## config.mk

```make
export PLATFORM = sky130hd
export DESIGN_NAME = map_step_sequencer
export DESIGN_NICKNAME = d
export VERILOG_FILES = /design/src/rtl/map_pkg.sv /design/src/rtl/map_core.sv /design/src/rtl/map_step_sequencer.sv
export SDC_FILE = /design/constraint.sdc
export NUM_CORES = 1
export LEC_CHECK = 0
export ABC_AREA = 1
export CAP_MARGIN = 20
export CORE_UTILIZATION = 25
export DETAILED_ROUTE_END_ITERATION = 6
export GPL_TIMING_DRIVEN = 0
export SKIP_LAST_GASP = 1
export SLEW_MARGIN = 0
export SYNTH_ARGS = -nofsm -noshare
export SYNTH_HDL_FRONTEND = slang
export SYNTH_SLANG_ARGS = --single-unit
export TNS_END_PERCENT = 5
```

## constraint.sdc

```tcl
create_clock -name clk -period 4.7 [get_ports clk]
set_clock_uncertainty 0.1 [all_clocks]
set_input_delay 0.705 -clock clk [delete_from_list [all_inputs] [get_ports clk]]
set_output_delay 0.705 -clock clk [all_outputs]
set_load 0.005 [all_outputs]
```

## src/rtl/map_pkg.sv

```systemverilog
// ---------------------------------------------------------------------------
// map_pkg
// Shared types and defaults for the spiking-map step sequencer.
//   mode_e      : run mode selected on the cfg_mode pins
//   seq_state_e : sequencer FSM states
//   DEF_THRESH / DEF_RESET_VAL : default map spike threshold and post-spike
//                                state (both signed)
//   DRIVE_W     : width of the unsigned drive input to the map
// ---------------------------------------------------------------------------
package map_pkg;

  typedef enum logic [1:0] {
    MODE_NONE   = 2'd0,
    MODE_SINGLE = 2'd1,
    MODE_BURST  = 2'd2,
    MODE_FREE   = 2'd3
  } mode_e;

  typedef enum logic [1:0] {
    ST_IDLE = 2'd0,
    ST_WAIT = 2'd1,
    ST_EMIT = 2'd2
  } seq_state_e;

  localparam int DEF_THRESH    = 50;
  localparam int DEF_RESET_VAL = -20;
  localparam int DRIVE_W       = 8;

endpackage

```

## src/rtl/map_core.sv

```systemverilog
// ---------------------------------------------------------------------------
// map_core
// Holds the 8-bit (DW) signed state of the nonlinear "spiking" map and
// advances it by one iteration whenever step_en is high:
//   A >= THRESH : A_next = RESET_VAL, spike
//   otherwise   : A_next = A + (drive >> 2) + (A >>> 3)^2   (mod 2^DW)
// Ports:
//   clk, reset  : clock, synchronous active-high reset (state -> 0)
//   step_en     : advance the map this cycle
//   clear       : zero the state and spike flag (only used while idle)
//   drive       : unsigned drive input
//   state       : current map state (registered)
//   spike       : 1 when the most recent step was a spike wrap (registered)
//   spike_evt   : combinational, high in the cycle a spiking step is taken
// ---------------------------------------------------------------------------
module map_core #(
  parameter int DW        = 8,
  parameter int DRIVE_W   = 8,
  parameter int THRESH    = 50,
  parameter int RESET_VAL = -20
) (
  input  logic                 clk,
  input  logic                 reset,
  input  logic                 step_en,
  input  logic                 clear,
  input  logic [DRIVE_W-1:0]   drive,
  output logic signed [DW-1:0] state,
  output logic                 spike,
  output logic                 spike_evt
);

  localparam logic signed [DW-1:0] THRESH_C = DW'(THRESH);
  localparam logic signed [DW-1:0] RESET_C  = DW'(RESET_VAL);

  logic signed [DW-1:0] state_r;
  logic                 spike_r;
  logic signed [DW-1:0] quot_s;
  logic signed [DW-1:0] square_s;
  logic signed [DW-1:0] drive_term_s;
  logic signed [DW-1:0] next_s;
  logic                 at_thresh_s;

  // The result is truncated mod 2^DW, so every term can be formed directly
  // in DW bits: the low DW bits of a product or sum do not depend on the
  // discarded upper bits.
  assign quot_s       = state_r >>> 3'd3;
  assign square_s     = quot_s * quot_s;
  assign drive_term_s = DW'(drive >> 2'd2);
  assign at_thresh_s  = (state_r >= THRESH_C);

  // Next map state: spike wrap or nonlinear accumulate.
  always_comb begin
    next_s = state_r;
    if (at_thresh_s) begin
      next_s = RESET_C;
    end else begin
      next_s = state_r + drive_term_s + square_s;
    end
  end

  // Map state and spike flag registers.
  always_ff @(posedge clk) begin
    if (reset) begin
      state_r <= '0;
      spike_r <= 1'b0;
    end else if (clear) begin
      state_r <= '0;
      spike_r <= 1'b0;
    end else if (step_en) begin
      state_r <= next_s;
      spike_r <= at_thresh_s;
    end else begin
      state_r <= state_r;
      spike_r <= spike_r;
    end
  end

  assign state     = state_r;
  assign spike     = spike_r;
  assign spike_evt = step_en & at_thresh_s;

endmodule

```

## src/rtl/map_step_sequencer.sv

```systemverilog
// ---------------------------------------------------------------------------
// map_step_sequencer
// Decides when the spiking map advances (single step, N-step burst or
// free-run, each step separated by cfg_div idle cycles) and presents every
// new map state on a valid/ready stream. Counts spike events (saturating).
// Ports:
//   clk, reset    : clock, synchronous active-high reset
//   start         : pulse, begins a run (ignored while busy or cfg_mode=0)
//   stop          : pulse, aborts a run (a pending sample still completes)
//   clear_state   : pulse, zeroes map state and spike_count (idle only)
//   cfg_mode      : 0 none, 1 single, 2 burst, 3 free-run
//   cfg_drive     : unsigned map drive
//   cfg_div       : wait cycles before each step
//   cfg_burst_len : steps per burst (0 behaves as 1)
//   busy          : run in progress
//   done          : one-cycle pulse at the natural end of single/burst
//   out_valid / out_ready : sample stream handshake
//   out_sample    : signed map state after the step
//   out_spike     : sample was produced by a spike wrap
//   spike_count   : saturating spike count
// All cfg_* inputs are captured when start is accepted.
// ---------------------------------------------------------------------------
module map_step_sequencer #(
  parameter int DW        = 8,
  parameter int DIV_W     = 24,
  parameter int BURST_W   = 8,
  parameter int SPIKE_W   = 16,
  parameter int THRESH    = map_pkg::DEF_THRESH,
  parameter int RESET_VAL = map_pkg::DEF_RESET_VAL
) (
  input  logic                 clk,
  input  logic                 reset,
  input  logic                 start,
  input  logic                 stop,
  input  logic                 clear_state,
  input  logic [1:0]           cfg_mode,
  input  logic [7:0]           cfg_drive,
  input  logic [DIV_W-1:0]     cfg_div,
  input  logic [BURST_W-1:0]   cfg_burst_len,
  output logic                 busy,
  output logic                 done,
  output logic                 out_valid,
  input  logic                 out_ready,
  output logic signed [DW-1:0] out_sample,
  output logic                 out_spike,
  output logic [SPIKE_W-1:0]   spike_count
);

  import map_pkg::*;

  seq_state_e           state_r;
  seq_state_e           state_next_s;
  mode_e                mode_r;
  logic [DRIVE_W-1:0]   drive_r;
  logic [DIV_W-1:0]     div_r;
  logic [DIV_W-1:0]     cnt_r;
  logic [BURST_W-1:0]   remaining_r;
  logic                 stop_pend_r;
  logic [SPIKE_W-1:0]   spike_cnt_r;
  logic                 busy_r;
  logic                 done_r;
  logic                 valid_r;

  logic                 start_ok_s;
  logic                 last_s;
  logic                 stop_seen_s;
  logic                 step_en_s;
  logic                 clear_en_s;
  logic                 done_next_s;
  logic                 busy_next_s;
  logic                 valid_next_s;
  logic signed [DW-1:0] core_state_s;
  logic                 core_spike_s;
  logic                 spike_evt_s;

  assign start_ok_s  = start && (mode_e'(cfg_mode) != MODE_NONE);
  // This handshake ends the run naturally: single, or the final burst step.
  assign last_s      = (mode_r == MODE_SINGLE) ||
                       ((mode_r == MODE_BURST) && (remaining_r == BURST_W'(1)));
  // A stop seen earlier during a stalled EMIT still counts at the handshake.
  assign stop_seen_s = stop || stop_pend_r;

  // FSM state register.
  always_ff @(posedge clk) begin
    if (reset) begin
      state_r <= ST_IDLE;
    end else begin
      state_r <= state_next_s;
    end
  end

  // FSM next-state logic.
  always_comb begin
    state_next_s = state_r;
    case (state_r)
      ST_IDLE: begin
        if (start_ok_s) begin
          state_next_s = ST_WAIT;
        end else begin
          state_next_s = ST_IDLE;
        end
      end
      ST_WAIT: begin
        if (stop) begin
          state_next_s = ST_IDLE;
        end else if (cnt_r == '0) begin
          state_next_s = ST_EMIT;
        end else begin
          state_next_s = ST_WAIT;
        end
      end
      ST_EMIT: begin
        if (!out_ready) begin
          state_next_s = ST_EMIT;
        end else if (stop_seen_s || last_s) begin
          state_next_s = ST_IDLE;
        end else begin
          state_next_s = ST_WAIT;
        end
      end
      default: begin
        state_next_s = ST_IDLE;
      end
    endcase
  end

  // FSM outputs: step strobe, clear qualifier and next values of the
  // registered status outputs.
  always_comb begin
    step_en_s    = 1'b0;
    clear_en_s   = 1'b0;
    done_next_s  = 1'b0;
    busy_next_s  = (state_next_s != ST_IDLE);
    valid_next_s = (state_next_s == ST_EMIT);
    case (state_r)
      ST_IDLE: begin
        clear_en_s = clear_state;
      end
      ST_WAIT: begin
        // A stop in the step cycle cancels the step.
        step_en_s = (cnt_r == '0) && !stop;
      end
      ST_EMIT: begin
        done_next_s = out_ready && last_s && !stop_seen_s;
      end
      default: begin
        step_en_s = 1'b0;
      end
    endcase
  end

  // Run configuration, divider, burst counter and deferred-stop flag.
  always_ff @(posedge clk) begin
    if (reset) begin
      mode_r      <= MODE_NONE;
      drive_r     <= '0;
      div_r       <= '0;
      cnt_r       <= '0;
      remaining_r <= '0;
      stop_pend_r <= 1'b0;
    end else begin
      case (state_r)
        ST_IDLE: begin
          stop_pend_r <= 1'b0;
          if (start_ok_s) begin
            mode_r  <= mode_e'(cfg_mode);
            drive_r <= cfg_drive;
            div_r   <= cfg_div;
            cnt_r   <= cfg_div;
            if ((mode_e'(cfg_mode) == MODE_BURST) && (cfg_burst_len != '0)) begin
              remaining_r <= cfg_burst_len;
            end else begin
              remaining_r <= BURST_W'(1);
            end
          end else begin
            cnt_r <= cnt_r;
          end
        end
        ST_WAIT: begin
          stop_pend_r <= 1'b0;
          if (cnt_r != '0) begin
            cnt_r <= cnt_r - DIV_W'(1);
          end else begin
            cnt_r <= cnt_r;
          end
        end
        ST_EMIT: begin
          if (out_ready) begin
            stop_pend_r <= 1'b0;
            cnt_r       <= div_r;
            if ((mode_r == MODE_BURST) && (remaining_r != '0)) begin
              remaining_r <= remaining_r - BURST_W'(1);
            end else begin
              remaining_r <= remaining_r;
            end
          end else if (stop) begin
            stop_pend_r <= 1'b1;
          end else begin
            stop_pend_r <= stop_pend_r;
          end
        end
        default: begin
          stop_pend_r <= 1'b0;
        end
      endcase
    end
  end

  // Saturating spike counter, zeroed together with the map state.
  always_ff @(posedge clk) begin
    if (reset) begin
      spike_cnt_r <= '0;
    end else if (clear_en_s) begin
      spike_cnt_r <= '0;
    end else if (spike_evt_s && (spike_cnt_r != '1)) begin
      spike_cnt_r <= spike_cnt_r + SPIKE_W'(1);
    end else begin
      spike_cnt_r <= spike_cnt_r;
    end
  end

  // Registered status outputs.
  always_ff @(posedge clk) begin
    if (reset) begin
      busy_r  <= 1'b0;
      done_r  <= 1'b0;
      valid_r <= 1'b0;
    end else begin
      busy_r  <= busy_next_s;
      done_r  <= done_next_s;
      valid_r <= valid_next_s;
    end
  end

  map_core #(
    .DW        (DW),
    .DRIVE_W   (DRIVE_W),
    .THRESH    (THRESH),
    .RESET_VAL (RESET_VAL)
  ) u_core (
    .clk       (clk),
    .reset     (reset),
    .step_en   (step_en_s),
    .clear     (clear_en_s),
    .drive     (drive_r),
    .state     (core_state_s),
    .spike     (core_spike_s),
    .spike_evt (spike_evt_s)
  );

  assign busy        = busy_r;
  assign done        = done_r;
  assign out_valid   = valid_r;
  assign out_sample  = core_state_s;
  assign out_spike   = core_spike_s;
  assign spike_count = spike_cnt_r;

endmodule

```

Word-level counts from Yosys, hierarchy flattened

Cells that the tools add are included.

Bits of input ports: 48
Bits in registers: 97
Output and inout bits: 28

Add/sub/neg operators: 5
Equality and inequality tests: 12
Reduce and logical (&&, ||, !) cells: 28
Mux-type cells: 18
$lt $le $gt $ge: 1
Bitwise logic cells: 2
$mul: 1

Operators by type and width:

| operator                                                                            | count |
|---|---|
| 24-bit 2-to-1 mux                                                                   | 3 |
| 24-bit case mux with 3 select lines                                                 | 1 |
| 8-bit 2-to-1 mux                                                                    | 5 |
| 24-bit logical NOT                                                                  | 1 |
| 24-bit nonzero test                                                                 | 1 |
| 24-bit by 1-bit subtractor with 24-bit output, second input constant                | 1 |
| 16-bit by 1-bit adder with 16-bit output, second input constant                     | 1 |
| 16-bit != test, second input constant                                               | 1 |
| 8-bit case mux with 2 select lines                                                  | 1 |
| 8-bit nonzero test                                                                  | 2 |
| 8-bit by 7-bit adder with 8-bit output                                              | 1 |
| 8-bit adder                                                                         | 1 |
| 2-bit equality test, second input constant                                          | 4 |
| 8-bit by 1-bit equality test with 1-bit output, second input constant               | 1 |
| 8-bit by 7-bit greater-or-equal comparator with 1-bit output, second input constant | 1 |
| 1-bit logical AND                                                                   | 8 |
| 5-bit by 5-bit multiplier with 8-bit output                                         | 1 |
| 2-bit != test, second input constant                                                | 4 |
| 4-bit AND reduction                                                                 | 2 |
| 8-bit by 1-bit subtractor with 8-bit output, second input constant                  | 1 |
| 2-bit 2-to-1 mux                                                                    | 3 |
| 2-bit case mux with 3 select lines                                                  | 1 |
| 2-bit nonzero test                                                                  | 3 |
| 2-bit by 1-bit equality test with 1-bit output, second input constant               | 2 |
| other kinds (10)                                                                    | 17 |

Depth between registers and ports, before layout

Gate-level depths: netlist of run 1.

Word-level depth: 8
Depth in mapped cells: 18

By module

Synthesis of run 1 repeated with hierarchy kept, for this count alone.

Cells, all modules: 993
Area, all modules: 6,482.5 um^2

Modules (own cells, without submodules):

| module             | area an instance (um^2) | times used | cells an instance | sequential area each (um^2) |
|---|---|---|---|---|
| map_step_sequencer | 5,002.3                 | 1          | 793               | 1,761.7 |
| map_core           | 1,480.2                 | 1          | 200               | 180.2 |

Worst setup path before layout of run 1

No wires, ideal clock.

Path type: register -> register
Start: register u_core.state_r[4] (netlist: u_core.state[4])
End: register u_core.state_r[7] (netlist: u_core.state[7])
Path slack: 0.778 ns
Stages on the path, launching flop included: 18
Period minus slack after synthesis: 3.922 ns
Arrival: 3.709 ns
Setup time: 0.114 ns
Cells stage by stage: dfxtp_1 buf_2 nand2_1 xnor2_1 ha_1 a31o_2 fa_1 fa_1 inv_1 fa_1 inv_1 ha_1 nand2_1 o21ai_0 nor2_1 nand3b_1 a21oi_1 nor2_1

Longest elaborated chain between the ends: 3
Elaborated cells on any way between the ends: 5

Ends and longest elaborated chain:

| what                                                                                                         | RTL line                       | source |
|---|---|---|
| start: declaration                                                                                           | map_core.sv:35                 | `logic signed [DW-1:0] state_r;` |
| start signal: assignment                                                                                     | map_core.sv:70                 | `state_r <= next_s;` |
| start signal: assignment                                                                                     | map_core.sv:73                 | `state_r <= state_r;` |
| 5-bit by 5-bit multiplier with 8-bit output / 8-bit by 7-bit adder with 8-bit output (equally long branches) | map_core.sv:47, map_core.sv:57 |  |
| 8-bit adder                                                                                                  | map_core.sv:57                 | `next_s = state_r + drive_term_s + square_s;` |
| 8-bit 2-to-1 mux (*)                                                                                         | map_core.sv:54                 | `if (at_thresh_s) begin` |

Mark *: on every way between the ends. The rest lies on a longest branch, timed or not.
A chain may end at the register's enable or synchronous reset.

Final worst setup path of run 1

Start: register u_core.state_r[3] (netlist: u_core.state[3])
End: register u_core.state_r[5] (netlist: u_core.state[5])

The elaborated chain is that of the path after synthesis.

==> results.py, run 1 <==
metrics = {
    "status": {
        "outcome": "finished, final reports clean",
    },
    "clock_network": {
        "cts_setup_buffers": 0,
        "cts.htree.levels": 3,
        "clock_sinks": 95,
        "postCtsHoldBufs": 0,
        "ctsResizeCount": 0,
        "cts_buffer_depth": 2,
        "clk_pin_slew_worst_paths_ns": 0.07,
        "cts_tree": "yes",
        "numCtsBuffers": 9,
        "clkLatencyLatePin_ns": 0.36,
        "cts_root_buf": "sky130_fd_sc_hd__clkbuf_16",
    },
    "sta": {
        "hold_viol": 0,
        "rsz0062_at_grt": "no",
        "worst_slew_margin_rel_pct": 53.4,
        "fin_ws_ns": 0.446,
        "timing.final.crit_period_ns": 4.25,
        "clock.fmax_mhz": 235,
        "setup_viol": 0,
        "slew_at_the_pin_closest_to_its_max_slew_limit_ns": 0.699,
        "tcrit_tclk_final_pct": 90.5,
        "slew_violations": 0,
        "final.setup.tns_ns": 0,
    },
    "critical_path": {
        "timing.critical_path.slowest_stage_cell": "sky130_fd_sc_hd__dfxtp_1",
        "critical_path.max_fanout": 10,
        "crit_chain": "nand2_1 > xor2_1 > ha_1 > fa_1 > fa_1 > inv_1 > fa_1 > inv_1 > ha_1 > a21oi_1 > o21ai_0 > xor2_1 > o21ai_0 > a21oi_1",
        "startpoint_type": "register",
        "timing_worst_setup_path_type": "reg -> reg",
        "cell_seen_most_often_among_critical_path_stages": "sky130_fd_sc_hd__fa_1",
        "timing.critical_path.arrival_ns": 4.38,
        "required_ns": 4.82,
        "start_point_of_the_critical_path": "u_core.state[3]",
        "reg2reg_from": "u_core.state[3]",
        "cpPeakStageDelay_ns": 0.59,
        "crit_path_end_kind": "register",
    },
    "power": {
        "power.leakage_nw": 3.25,
        "irDropWorstVdd_v": 0.000142,
        "power.total_mw": 2.09,
        "power.density_cell_area_mw_per_mm2": 267,
    },
    "placed_design": {
        "place_ws_ns": 0.472,
        "place.detailed.instances": 1355,
        "hpwlAfterDp_um": 14800,
        "numPortBuffers": 73,
        "place_congestion": 0.926,
    },
    "global_route": {
        "gr-total-overflow": 0,
        "grt_antenna_before_repair": 1,
        "first_global_vias": 6183,
        "global_route.usage.total_pct": 15.4,
        "grt_pass1_wl_um": 31700,
        "largest_net_degree_at_the_start_of_global_routing": 17,
    },
    "floorplanning": {
        "initial_core_util_pct": 25.4,
        "die_y_um": 162,
        "die_footprint_mm2": 0.0263,
        "row_count": 58,
        "core_region_area_mm2": 0.0252,
        "pin_count": 76,
        "die_width_um": 162,
    },
    "route": {
        "remaining_drc_errors": 0,
        "drt-vias-per-instance": 4.66,
        "ant_nets": 0,
        "route.detailed.wl_per_inst_um": 14.3,
        "num_vias": 6378,
        "dr.first_iter.drc_count": 385,
        "postRouteWirelength_um": 19600,
        "dr.pass1.iters": 5,
    },
    "synthesis": {
        "synth_area_per_cell_um2": 6.73,
        "yosysWarnings": 0,
        "mappedNetlistNets": 1046,
        "synthesis.instances": 952,
        "yosys.area.top_type": "sky130_fd_sc_hd__dfxtp_1",
        "synth.area.top_cells": "sky130_fd_sc_hd__dfxtp_1, sky130_fd_sc_hd__nand2_1, sky130_fd_sc_hd__nor2_1",
        "synth_top_cell_area_share_pct": 29.7,
        "netlist_area_mm2": 0.00640,
        "synthesis_stage_register_bit_count": 95,
        "synth_cell_type_count": 41,
        "synth_seq_area_share_pct": 29.7,
    },
    "layout": {
        "drive_above_1_share_pct": 5.58,
        "area_delta_synth_final_pct": 22.1,
        "layout_common_cells": "sky130_fd_sc_hd__nand2_1, sky130_fd_sc_hd__nor2_1, sky130_fd_sc_hd__inv_1, sky130_fd_sc_hd__dfxtp_1, sky130_fd_sc_hd__a21oi_1",
        "final.fill_count": 2754,
        "layout.nets": 1130,
        "antennaDiodeCount": 0,
        "number_of_cells_in_the_finished_layout_apart_from_fillers": 1370,
        "final_common_cell": "sky130_fd_sc_hd__nand2_1",
    },
    "worst_hold_path": {
        "hold_path.class": "reg -> reg",
        "hold_path.startpoint": "div_r[0]",
    },
    "flow_run": {
        "max-cap-violations": 0,
    },
}
-- Yosys cell counts, drive strengths merged --
library cell / number
xor2: 20
nand2: 207
a31o: 1
buf: 9
or2: 6
ha: 27
nor3: 10
o22ai: 2
nand4: 30
clkinv: 2
clkbuf: 29
o21bai: 4
nor4: 3
o211ai: 2
dfxtp: 95
and3: 1
inv: 109
nor2: 152
nor3b: 1
nand3b: 4
o21ai: 77
nand3: 43
xnor2: 5
o21a: 1
a21oi: 91
o221ai: 2
fa: 19
-- kinds of logic after synthesis --
| group | synth area share [%] |
|---|---|
| compound gates | 14.6 |
| xor+xnor | 3.42 |
| fa+ha+maj | 11.2 |
| buf+inv | 9.20 |
| flops | 29.7 |
| simple gates | 31.8 |
-- flip-flops by register name, summed over array words and instances (netlist names) --
signal        cells
cnt_r            24
div_r            24
spike_count      16
remaining_r       8
u_core.state      8
drive_r           6
mode_r            2
state_r           2
busy              1
done              1
out_valid         1
stop_pend_r       1
u_core.spike      1
-- where the power goes --
part           switching [mW]  leakage [nW]  internal (mW)
Combinational           0.302          2.34          0.168
Clock                   0.356         0.135          0.365
Sequential             0.0427         0.779          0.857
Total                   0.701          3.25           1.39
-- worst max-delay path: cells and delay by family, from the launching register on --
kind                       cells  cell delay [ns]
and+or+nand+nor                1             0.24
DFF                            1             0.59
AOI/OAI and AO/OA              4             0.59
adders and majority gates      5             2.15
xor gates and xnor gates       2             0.38
buffers and inverters          2             0.09
-- path summary, 6_finish.rpt --
| check | end | slack, ns | cells past startpoint |
|---|---|---|---|
| setup / recovery | u_core.state[5] | 0.45 | 14 |
| setup reg to reg | u_core.state[5] | 0.45 | 14 |
| hold / removal | div_r[0] | 0.36 | 2 |
| hold reg to reg | div_r[0] | 0.36 | 2 |
-- cell type report --
class	instances	area, um^2	area share (%)
inverter	111	417	5.33
buffer	38	173	2.21
tap	330	413	5.28
sequential	95	1900	24.3
clock inverter	5	42.5	0.544
timing repair buffer	73	731	9.35
clock buffer	10	229	2.93
multi-input combinational	708	3910	50.0
-- through the flow --
stage | utilization (%) | hold WS (ns) | cell area (um^2)
after floorplan | - | 0.329 | 6400
after global placement | 30.0 | 0.341 | 7550
after detailed placement | 30.0 | 0.356 | 7550
after CTS | 31.0 | 0.364 | 7820
after global routing | 31.0 | 0.395 | 7820
final | 31.0 | 0.362 | 7820
-- metal layers --
layer  share of wire, %  track usage, %  vias up
li1                   -               -     3238
met1                 47            20.8     2954
met3                6.0            2.76       24
met5              0.066               0        -
met2                 45            25.2      160
met4                1.4            4.20        2
(Power assumes the default switching activity.)
==> run 2: changes to the inputs <==
--- a/config.mk
+++ b/config.mk
@@ -10,6 +10,7 @@
 export CORE_UTILIZATION = 25
 export DETAILED_ROUTE_END_ITERATION = 6
 export GPL_TIMING_DRIVEN = 0
+export RECOVER_POWER = 50
 export SKIP_LAST_GASP = 1
 export SLEW_MARGIN = 0
 export SYNTH_ARGS = -nofsm -noshare
==> results.py, run 2 (synthesis gave the netlist of run 1 again) <==
metrics = {
    "global_route": {
        "largest_net_degree_at_the_start_of_global_routing": 17,
        "global_route.usage.total_pct": 15.4,
        "grt_pass1_wl_um": 31700,
        "gr-total-overflow": 0,
        "first_global_vias": 6183,
        "grt_antenna_before_repair": 1,
    },
    "clock_network": {
        "cts_tree": "yes",
        "numCtsBuffers": 9,
        "cts_buffer_depth": 2,
        "clock_sinks": 95,
        "cts_root_buf": "sky130_fd_sc_hd__clkbuf_16",
        "clkLatencyLatePin_ns": 0.36,
        "postCtsHoldBufs": 0,
        "ctsResizeCount": 0,
        "cts_setup_buffers": 0,
        "cts.htree.levels": 3,
        "clk_pin_slew_worst_paths_ns": 0.07,
    },
    "floorplanning": {
        "die_y_um": 162,
        "die_footprint_mm2": 0.0263,
        "die_width_um": 162,
        "core_region_area_mm2": 0.0252,
        "initial_core_util_pct": 25.4,
        "pin_count": 76,
        "row_count": 58,
    },
    "route": {
        "dr.first_iter.drc_count": 373,
        "num_vias": 6412,
        "wl_met1_um": 9260,
        "dr.pass1.iters": 5,
        "drt-vias-per-instance": 4.68,
        "dr.max_layer_used": "met5",
        "routed-wl-met2_um": 8860,
        "routed-wl-met3_um": 1180,
        "ant_nets": 0,
        "remaining_drc_errors": 0,
        "postRouteWirelength_um": 19600,
        "route.detailed.wl_per_inst_um": 14.3,
    },
    "layout": {
        "drive_above_1_share_pct": 5.19,
        "util_after_layout_pct": 31.0,
        "area_delta_synth_final_pct": 21.8,
        "final_common_cell": "sky130_fd_sc_hd__nand2_1",
        "layout.nets": 1130,
        "layout_common_cells": "sky130_fd_sc_hd__nand2_1, sky130_fd_sc_hd__nor2_1, sky130_fd_sc_hd__inv_1, sky130_fd_sc_hd__dfxtp_1, sky130_fd_sc_hd__a21oi_1",
        "fin_area_mm2": 0.00780,
        "final.fill_count": 2758,
        "antennaDiodeCount": 0,
    },
    "sta": {
        "slew_at_the_pin_closest_to_its_max_slew_limit_ns": 1.10,
        "slew_violations": 0,
        "worst_slew_margin_rel_pct": 25.8,
        "rsz0062_at_grt": "no",
        "fin_ws_ns": 0.445,
        "hold_viol": 0,
        "tcrit_tclk_final_pct": 90.5,
        "final.setup.tns_ns": 0,
        "clock.fmax_mhz": 235,
        "timing.final.crit_period_ns": 4.25,
        "setup_viol": 0,
    },
    "critical_path": {
        "cpPeakStageDelay_ns": 0.55,
        "critical_path.max_fanout": 6,
        "timing.critical_path.arrival_ns": 4.38,
        "startpoint_type": "register",
        "crit_path_end_kind": "register",
        "timing.critical_path.slowest_stage_cell": "sky130_fd_sc_hd__fa_1",
        "critical_path.top_delay_family": "adder cells",
        "timing_worst_setup_path_type": "reg -> reg",
        "crit_chain": "inv_1 > nor2_1 > xnor2_1 > ha_1 > fa_1 > fa_1 > inv_1 > fa_1 > inv_1 > ha_1 > a21oi_1 > o21ai_0 > xor2_1 > o21ai_0 > a21oi_1",
        "required_ns": 4.82,
        "worst-path-buf-inv": 3,
    },
    "power": {
        "power.total_mw": 2.08,
        "irDropWorstVdd_v": 0.000143,
        "power.leakage_nw": 3.34,
        "power.density_cell_area_mw_per_mm2": 267,
    },
    "placed_design": {
        "place_ws_ns": 0.472,
        "place_congestion": 0.926,
        "hpwlAfterDp_um": 14800,
        "placed_area_mm2": 0.00755,
        "numPortBuffers": 73,
    },
    "worst_hold_path": {
        "hold_path.class": "reg -> reg",
    },
    "status": {
        "outcome": "finished, final reports clean",
    },
    "flow_run": {
        "max-cap-violations": 0,
    },
}
==> run 2: tightest hold or removal path, delay by kind of cell, from the launching register on <==
kind	cells	cell delay (ns)
flip-flops	1	0.30
buffers and inverters	1	0.06
AO/OA/AOI/OAI	1	0.06
==> run 2: path summary, 6_finish.rpt <==
path,start,to,slack (ns),cells past startpoint
min reg2reg,div_r[0],div_r[0],0.36,2
max,u_core.state[7],u_core.state[5],0.45,15
min,div_r[0],div_r[0],0.36,2
max reg2reg,u_core.state[7],u_core.state[5],0.45,15
==> run 2: per-layer routing <==
metal / vias up / global-route usage [%]
li1: 3240 / -
met1: 2967 / 20.8
met2: 181 / 25.2
met3: 22 / 2.76
met4: 2 / 4.20
met5: - / 0
==> run 2: stage by stage <==
stage | hold slack (ns) | instances
finish | 0.363 | 1370
global route | 0.395 | 1370
CTS | 0.364 | 1370
detailed placement | 0.356 | 1355
global placement | 0.341 | 1355
floorplan | 0.329 | 952
==> run 2: final cells by class <==
| class | instances | area, um^2 | area share, % |
|---|---|---|---|
| clock inverters | 5 | 42.5 | 0.546 |
| clock buffers | 10 | 229 | 2.94 |
| plain buffers | 38 | 173 | 2.21 |
| inverters | 111 | 417 | 5.34 |
| flip-flops and latches | 95 | 1900 | 24.4 |
| well taps | 330 | 413 | 5.30 |
| repair buffers | 73 | 731 | 9.37 |
| multi-input cells | 708 | 3890 | 49.9 |
==> run 2: power by group <==
group | switching [mW] | total (mW) | internal [mW]
logic | 0.300 | 0.466 | 0.166
clock network | 0.353 | 0.718 | 0.365
registers | 0.0423 | 0.899 | 0.857
total | 0.696 | 2.08 | 1.39
==> run 3: changes to the inputs <==
--- a/config.mk
+++ b/config.mk
@@ -11,6 +11,7 @@
 export DETAILED_ROUTE_END_ITERATION = 6
 export GPL_TIMING_DRIVEN = 0
 export RECOVER_POWER = 50
+export SKIP_CTS_REPAIR_TIMING = 1
 export SKIP_LAST_GASP = 1
 export SLEW_MARGIN = 0
 export SYNTH_ARGS = -nofsm -noshare
==> results of run 3 <==
No change in the layout: final DEF, timing and power equal those of run 2.
